**config.mk**
```make
export PLATFORM = sky130hd
export DESIGN_NAME = ddr2_test_seq
export DESIGN_NICKNAME = d
export VERILOG_FILES = /design/src/rtl/ddr2_test_seq.sv
export SDC_FILE = /design/constraint.sdc
export NUM_CORES = 1
export LEC_CHECK = 0
export ABC_AREA = 1
export CAP_MARGIN = 20
export CELL_PAD_IN_SITES_DETAIL_PLACEMENT = 1
export CELL_PAD_IN_SITES_GLOBAL_PLACEMENT = 1
export CORE_MARGIN = 1.5
export CORE_UTILIZATION = 30
export DETAILED_ROUTE_END_ITERATION = 8
export MAX_ROUTING_LAYER = met4
export PLACE_DENSITY = 0.7
export SLEW_MARGIN = 5
export SYNTH_ARGS = -nofsm -noshare
export SYNTH_HDL_FRONTEND = slang
export SYNTH_SLANG_ARGS = --single-unit
```
**constraint.sdc**
```tcl
create_clock -name clk -period 2.97 [get_ports clk]
set_clock_uncertainty 0.15 [all_clocks]
set_input_delay 0.297 -clock clk [delete_from_list [all_inputs] [get_ports clk]]
set_output_delay 0.297 -clock clk [all_outputs]
set_load 0.05 [all_outputs]
```
**src/rtl/ddr2_test_seq.sv**
```systemverilog
// ddr2_test_seq: write/read-back traffic sequencer for the DDR2 MIG user port.
// Writes an incrementing word pattern over a linear range, then reads the range
// back and checks every returned word.
// Optional build macro DDR2_TEST_CHK_EN: compiles in the read-data compare and
// the saturating error counter. Without it, returned words are only counted.
module ddr2_test_seq #(
  parameter int          NUM_WORDS = 2048,
  parameter logic [30:0] BASE_ADDR = 31'd0,
  parameter int          TIMEOUT   = 4095
) (
  input  logic        clk,
  input  logic        reset_n,
  input  logic        phy_init_done,
  input  logic        app_af_afull,
  input  logic        app_wdf_afull,
  input  logic        rd_data_valid,
  input  logic [31:0] rd_data_fifo_out,
  output logic        app_af_wren,
  output logic [2:0]  app_af_cmd,
  output logic [30:0] app_af_addr,
  output logic        app_wdf_wren,
  output logic [31:0] app_wdf_data,
  output logic        done,
  output logic        pass,
  output logic        timeout,
  output logic [15:0] err_count
);

  typedef enum logic [2:0] {
    IDLE    = 3'd0,
    WR      = 3'd1,
    RD_CMD  = 3'd2,
    RD_WAIT = 3'd3,
    DONE    = 3'd4
  } state_t;

  localparam logic [2:0]  CMD_WR  = 3'b000;
  localparam logic [2:0]  CMD_RD  = 3'b001;
  localparam logic [31:0] LAST_WR = 32'(NUM_WORDS - 1);
  localparam logic [31:0] LAST_RC = 32'(NUM_WORDS / 2 - 1);
  localparam logic [31:0] N_WORDS = 32'(NUM_WORDS);
  localparam logic [31:0] TMO     = 32'(TIMEOUT);

  state_t      state_q, state_d;
  logic        init_q, init_d;
  logic [31:0] wr_idx_q, wr_idx_d;
  logic [31:0] rc_idx_q, rc_idx_d;
  logic [31:0] rd_idx_q, rd_idx_d;
  logic [31:0] idle_q, idle_d;

  logic        app_af_wren_q, app_af_wren_d;
  logic [2:0]  app_af_cmd_q, app_af_cmd_d;
  logic [30:0] app_af_addr_q, app_af_addr_d;
  logic        app_wdf_wren_q, app_wdf_wren_d;
  logic [31:0] app_wdf_data_q, app_wdf_data_d;
  logic        done_q, done_d;
  logic        pass_q, pass_d;
  logic        timeout_q, timeout_d;
  logic [15:0] err_count_q, err_count_d;

  logic        wr_go;
  logic        rc_go;
  logic        rd_phase;
  logic        rd_take;

`ifndef DDR2_TEST_CHK_EN
  // Returned data is not inspected in this build; only its strobe is counted.
  logic unused_rd_data;
  assign unused_rd_data = ^rd_data_fifo_out;
`endif

  // Next-state, issue and read-check logic; everything lands in output flops.
  always_comb begin
    state_d        = state_q;
    init_d         = init_q | phy_init_done;
    wr_idx_d       = wr_idx_q;
    rc_idx_d       = rc_idx_q;
    rd_idx_d       = rd_idx_q;
    idle_d         = idle_q;
    app_af_wren_d  = 1'b0;
    app_af_cmd_d   = app_af_cmd_q;
    app_af_addr_d  = app_af_addr_q;
    app_wdf_wren_d = 1'b0;
    app_wdf_data_d = app_wdf_data_q;
    timeout_d      = timeout_q;
    err_count_d    = err_count_q;
    wr_go          = 1'b0;
    rc_go          = 1'b0;

    rd_phase = (state_q == RD_CMD) || (state_q == RD_WAIT);
    rd_take  = rd_phase && rd_data_valid && (rd_idx_q < N_WORDS);

    // The IDLE->WR transition already issues beat 0 so the first strobe
    // is visible in the same cycle the FSM shows WR.
    case (state_q)
      IDLE:    if (init_q) begin
                 state_d = WR;
                 wr_go   = !app_af_afull && !app_wdf_afull;
               end
      WR:      wr_go = !app_af_afull && !app_wdf_afull;
      RD_CMD:  rc_go = !app_af_afull;
      default: ;
    endcase

    if (wr_go) begin
      app_wdf_wren_d = 1'b1;
      app_wdf_data_d = wr_idx_q;
      if (!wr_idx_q[0]) begin
        app_af_wren_d = 1'b1;
        app_af_cmd_d  = CMD_WR;
        app_af_addr_d = BASE_ADDR + {wr_idx_q[29:0], 1'b0};
      end
      if (wr_idx_q == LAST_WR) begin
        state_d = RD_CMD;
        idle_d  = '0;
      end else begin
        wr_idx_d = wr_idx_q + 32'd1;
      end
    end

    if (rc_go) begin
      app_af_wren_d = 1'b1;
      app_af_cmd_d  = CMD_RD;
      app_af_addr_d = BASE_ADDR + {rc_idx_q[28:0], 2'b00};
      if (rc_idx_q == LAST_RC) state_d = RD_WAIT;
      else                     rc_idx_d = rc_idx_q + 32'd1;
    end

    if (rd_phase) begin
      if (rd_data_valid)      idle_d = '0;
      else if (idle_q != '1)  idle_d = idle_q + 32'd1;
    end

    if (rd_take) begin
      rd_idx_d = rd_idx_q + 32'd1;
`ifdef DDR2_TEST_CHK_EN
      if ((rd_data_fifo_out != rd_idx_q) && (err_count_q != 16'hFFFF))
        err_count_d = err_count_q + 16'd1;
`endif
    end

    if (state_q == RD_WAIT) begin
      if (rd_idx_q == N_WORDS) begin
        state_d = DONE;
      end else if (idle_d >= TMO) begin
        state_d   = DONE;
        timeout_d = 1'b1;
      end
    end

    done_d = (state_d == DONE);
    pass_d = done_d && (err_count_d == 16'd0) && !timeout_d;
  end

  // Single state register for FSM, counters and all registered outputs.
  always_ff @(posedge clk or negedge reset_n) begin
    if (!reset_n) begin
      state_q        <= IDLE;
      init_q         <= 1'b0;
      wr_idx_q       <= '0;
      rc_idx_q       <= '0;
      rd_idx_q       <= '0;
      idle_q         <= '0;
      app_af_wren_q  <= 1'b0;
      app_af_cmd_q   <= '0;
      app_af_addr_q  <= '0;
      app_wdf_wren_q <= 1'b0;
      app_wdf_data_q <= '0;
      done_q         <= 1'b0;
      pass_q         <= 1'b0;
      timeout_q      <= 1'b0;
      err_count_q    <= '0;
    end else begin
      state_q        <= state_d;
      init_q         <= init_d;
      wr_idx_q       <= wr_idx_d;
      rc_idx_q       <= rc_idx_d;
      rd_idx_q       <= rd_idx_d;
      idle_q         <= idle_d;
      app_af_wren_q  <= app_af_wren_d;
      app_af_cmd_q   <= app_af_cmd_d;
      app_af_addr_q  <= app_af_addr_d;
      app_wdf_wren_q <= app_wdf_wren_d;
      app_wdf_data_q <= app_wdf_data_d;
      done_q         <= done_d;
      pass_q         <= pass_d;
      timeout_q      <= timeout_d;
      err_count_q    <= err_count_d;
    end
  end

  assign app_af_wren  = app_af_wren_q;
  assign app_af_cmd   = app_af_cmd_q;
  assign app_af_addr  = app_af_addr_q;
  assign app_wdf_wren = app_wdf_wren_q;
  assign app_wdf_data = app_wdf_data_q;
  assign done         = done_q;
  assign pass         = pass_q;
  assign timeout      = timeout_q;
  assign err_count    = err_count_q;

endmodule

```
After elaboration in Yosys (flattened, before gate mapping)
Index checks and enable logic that the tools add are counted.
Word-level totals
  register bits: 203
  logic and storage cells: 75
Cells by class
  reductions and logical operators: 13
  order comparisons: 2
  mux-type cells: 30
  bitwise operators: 3
  eq/ne operators: 9
  $add $sub $neg: 4
Operators with widths (count)
  2-to-1 mux 32 bit: 5
  adder 32 x 1 -> 32 bit, second input constant: 4
  2-to-1 mux 31 bit: 3
  2-to-1 mux 3 bit: 12
  == test 32 x 10 -> 1 bit, second input constant: 1
  == test 32 x 11 -> 1 bit, second input constant: 1
  == test 32 x 12 -> 1 bit, second input constant: 1
  >= comparator 32 x 12 -> 1 bit, second input constant: 1
  less-than comparator 32 x 12 -> 1 bit, second input constant: 1
  inequality test 32 bit, second input constant: 1
  2-to-1 mux 1 bit: 9
  == test 3 x 2 -> 1 bit, second input constant: 2
  AND reduction 2 bit: 3
  logical AND 1 bit: 4
  == test 3 x 1 -> 1 bit, second input constant: 1
  == test 3 bit, second input constant: 1
  zero test 1 bit: 3
  zero test 3 bit: 1
  inequality test 2 x 1 -> 1 bit, second input constant: 1
  inverter 1 bit: 2
  one-hot mux 1 bit (2 select lines): 1
  nonzero test 2 bit: 1
  logical OR 1 bit: 1
  OR 1 bit: 1

Depth between registers and ports, before layout
  depth in word-level cells: 14
  depth in mapped cells: 21
  mapped depth without buffers: 20

Worst setup path before layout
Ideal clock, no wire load.
  path kind: register to register
  from: register idle_q[0]
  to: register pass_q (netlist: pass)
  setup slack: 0.567 ns
  path buffers: 2
  arrival time: 2.140 ns
  required time: 2.706 ns
  setup time: 0.114 ns
  period minus slack after synthesis: 2.403 ns
  cell stages (with the launch flop): 21
  path through: dfrtp_1 -> ha_1 -> nand2_2 -> nor2_4 -> nand2_2 -> nor2_4 -> nand3_2 -> buf_6 -> buf_6 -> nand3_1 -> nand2_1 -> nand3_1 -> nand2_1 -> inv_2 -> nand3_1 -> nor2_2 -> nand3_2 -> nand2_2 -> o31ai_2 -> nand2_1 -> inv_1
On the way
  longest elaborated chain between the ends: 11
Ends and longest elaborated chain
  start: declaration: RTL line 49  | logic [31:0] idle_q, idle_d;
  start signal: assignment: RTL line 179  | idle_q <= idle_d;
  branches (longest 4 deep; another with adder 32 x 1 -> 32 bit)
  2-to-1 mux 32 bit *: RTL line 129  | if (rd_phase) begin
  >= comparator 32 x 12 -> 1 bit *: RTL line 145  | end else if (idle_d >= TMO) begin
  2-to-1 mux 3 bit *: RTL line 145
  2-to-1 mux 3 bit *: RTL line 143  | if (rd_idx_q == N_WORDS) begin
  2-to-1 mux 3 bit *: RTL line 142  | if (state_q == RD_WAIT) begin
  == test 3 bit *: RTL line 151  | done_d = (state_d == DONE);
  net done_d: RTL line 56  | logic done_q, done_d;
  logical AND 1 bit *: RTL line 152  | pass_d = done_d && (err_count_d == 16'd0) && !timeout_d;
  net pass_d: RTL line 57  | logic pass_q, pass_d;
  end signal: assignment: RTL line 186  | pass_q <= pass_d;
  end: declaration: RTL line 57
Mark *: on every way through the listed nets, which the timed path passes.
A chain may end at the register's enable or synchronous reset.

Worst setup path in the final report
  from: register idle_q[26]
  to: register pass_q (netlist: pass)
Same word-level chain as after synthesis.

==> results.cfg <==
[pwr]
p_per_area_mw_per_mm2 = 431.8
p_leak_nw = 6.120
finalPower_w = 0.005315
vdd_drop_max_mv = 0.3709

[sta]
worst_slew_pin_slew_ns = 0.6388
slew_headroom_pct = 57.28
min_period_ns = 2.770
max_freq_mhz = 361.0
setup_violations = 0
hold_viol = 0
finalSetupTns_ns = 0
finalMaxSlewViolations = 0
post-route-period-util_pct = 93.27
hold_slack_ns = 0.2287

[place]
dp.cells = 1801
place_area_mm2 = 0.01165
numPortBuffers = 72
gp_congestion = 0.8639
dp_hpwl_mm = 21.84

[final_layout]
ff_latch_area_mm2 = 0.004981
n_fill_cell = 4087
multi_input_area_mm2 = 0.004420
n_antenna_cell = 0
stdcell_area_mm2 = 0.01231
area_growth_pct = 20.17
stdcell_count = 1838
drive_gt1_share_pct = 10.79
final_nets = 1420

[synthesis]
yosys_warnings = 0
synthSimpleGateAreaFrac_pct = 29.56
synthXorXnorAreaFrac_pct = 6.071
syn_area_per_cell_um2 = 7.971
synthAdderAreaFrac_pct = 0.6108
synth.distinct_cells = 49
synth_cells = 1285
synth-seq-area-share_pct = 48.62
synth_top_family_by_area = simple AND/OR/NAND/NOR gates
synth_compound_area_share_pct = 5.228
synth.area.mux_share_pct = 0.3298
netlist_area_mm2 = 0.01024
ys_seq_elements = 199

[global_route]
antenna_found_initial = 0
grt_pass1_vias = 9098
grt_pass1_wl_mm = 47.74
grt_overflow = 0
grt_max_degree = 61
track_usage_pct = 17.53

[clocking]
ctsRootBufferMaster = clkbuf_16
cts_num_sinks = 199
cts_made_buffers = 17
clk_pin_slew_worst_paths_ns = 0.07
tritoncts = built
h-tree-depth = 4
insertion_delay_ns = 0.44
clk_path_buf_depth = 2

[worst_setup_path]
worstSetupPathType = register to register
crit_required_ns = 3.15
arrival_ns = 2.95
cp-end-kind = register
worst_setup_path_start_kind = register
worst-path-max-fanout = 16

[routing]
wl_per_cell_um = 15.80
ant_nets = 0
routed_via_density = 4.638
drc = 0
routed_wl_mm = 29.03
vias = 8525
drt-initial-drc-count = 390
firstDrtPassIters = 4

[floorplanning]
dieArea_mm2 = 0.03526
num_rows = 67
core_area_mm2 = 0.03353
initial_core_util_pct = 30.54
die_w_um = 187.8
ioPinCount = 125
die_height_um = 187.8

[run_status]
status = complete, no violations

[run]
max_cap_violations = 0

[hold_path]
min_path_type = register to register
-- layer usage --
| metal | track usage, % | vias up | wire length, um |
|---|---|---|---|
| li1 | - | 4173 | - |
| met4 | 4.185 | 0 | 327 |
| met5 | - | - | 0 |
| met1 | 21.79 | 4209 | 13050 |
| met3 | 2.957 | 21 | 978 |
| met2 | 29.69 | 122 | 14680 |
-- synthesized netlist by cell type (all sizes together) --
master / instances / area [um2]
nor3b: 2 / 15.01
xnor2: 7 / 61.31
o22ai: 1 / 6.260
nand2: 345 / 1323
o21ai: 46 / 234.0
or2: 6 / 40.04
o211ai: 1 / 7.510
ha: 5 / 62.56
o21a: 1 / 7.510
buf: 29 / 216.5
nand3: 70 / 365.4
inv: 161 / 606.8
nand4: 32 / 206.5
conb: 1 / 3.750
mux2: 3 / 33.78
nor4: 13 / 96.34
a22o: 1 / 8.760
nor2: 176 / 739.5
nand3b: 2 / 15.01
dfrtp: 199 / 4980
clkbuf: 41 / 153.9
xor2: 64 / 560.5
a31oi: 29 / 181.4
and2: 4 / 25.02
a21oi: 8 / 55.06
o31ai: 2 / 20.02
nor3: 34 / 202.7
a21boi: 2 / 15.01
-- through the flow --
step	setup slack (ns)	util, %
after CTS	0.05894	36.44
after floorplan	0.5667	-
after global routing	-0.02622	36.71
after global placement	0.1087	34.76
after detailed placement	0.04729	34.76
final	0.1998	36.71
-- path summary, 6_finish.rpt --
| check | startpoint | end | slack [ns] | cells past startpoint |
|---|---|---|---|---|
| worst min-delay path | rd_idx_q[15] | rd_idx_q[15] | 0.23 | 0 |
| min in group asynchronous | reset_n | idle_q[1] | 0.24 | 2 |
| worst max-delay path | idle_q[26] | pass | 0.20 | 18 |
| worst max register to register | idle_q[26] | pass | 0.20 | 18 |
| worst min register to register | rd_idx_q[15] | rd_idx_q[15] | 0.23 | 0 |
| max in group asynchronous | reset_n | rd_idx_q[29] | 1.69 | 3 |
-- power breakdown --
group	switching (W)	total, W	internal [W]
Combinational	0.000221	0.000287	0.0000667
Sequential	0.0000207	0.00275	0.00273
Clock	0.00115	0.00228	0.00113
Total	0.00139	0.00531	0.00392
-- logic make-up (layout without fill, tap and decap cells) --
family	count (synthesis)	in the layout
other cells	1	20
xor+xnor	71	71
buf+inv	231	317
mux	3	3
fa+ha+maj	5	5
flops	199	199
compound gates	91	91
simple gates	684	684
-- critical path: stages, from the launching register on --
cell,delay [ns]
dfrtp_1,0.43
nand2_1,0.09
nor2_1,0.19
inv_1,0.06
nor2_1,0.27
nand3_4,0.15
nand2_4,0.11
buf_12,0.15
o21ai_0,0.10
nand2_1,0.10
nand2_1,0.05
nor2_1,0.15
nand3_2,0.14
nor2_4,0.17
nand3_2,0.10
nand2_2,0.09
o31ai_2,0.08
nand2_1,0.06
inv_1,0.03
-- area by class of cell --
class | count | area share [%]
flip-flops and latches | 199 | 40.47
multi-input cells | 874 | 35.92
repair buffers | 124 | 9.617
well taps | 448 | 4.554
clock inverters | 13 | 0.9149
clock buffers | 19 | 3.599
inverters | 161 | 4.930
-- flip-flops by register name (all words and copies together) (netlist names), 3 cells and up --
name / count
app_wdf_data: 32
idle_q: 32
rc_idx_q: 32
rd_idx_q: 32
wr_idx_q: 32
app_af_addr: 29
state_q: 3
-- placed cells by master, fill, tap and decap left out, types with 20 or more instances in the layout --
cell type,n
nand2_1,335
clkdlybuf4s50_1,71
nand3_1,65
nor2_1,154
xor2_1,64
o21ai_0,42
dfrtp_1,198
a31oi_1,29
inv_1,153
conb_1,20
nand4_1,31
buf_4,45
nor3_1,30
-- what timing repair did --
item / 4_1_cts / 5_1_grt
endpoints found under the hold margin: 50 / 0
hold buffers: 1 / 0
gates resized for setup: 0 / 17
setup buffers: 0 / 4
setup endpoints to repair: 0 / 6
No activity file was read; power rests on OpenSTA's default activity.
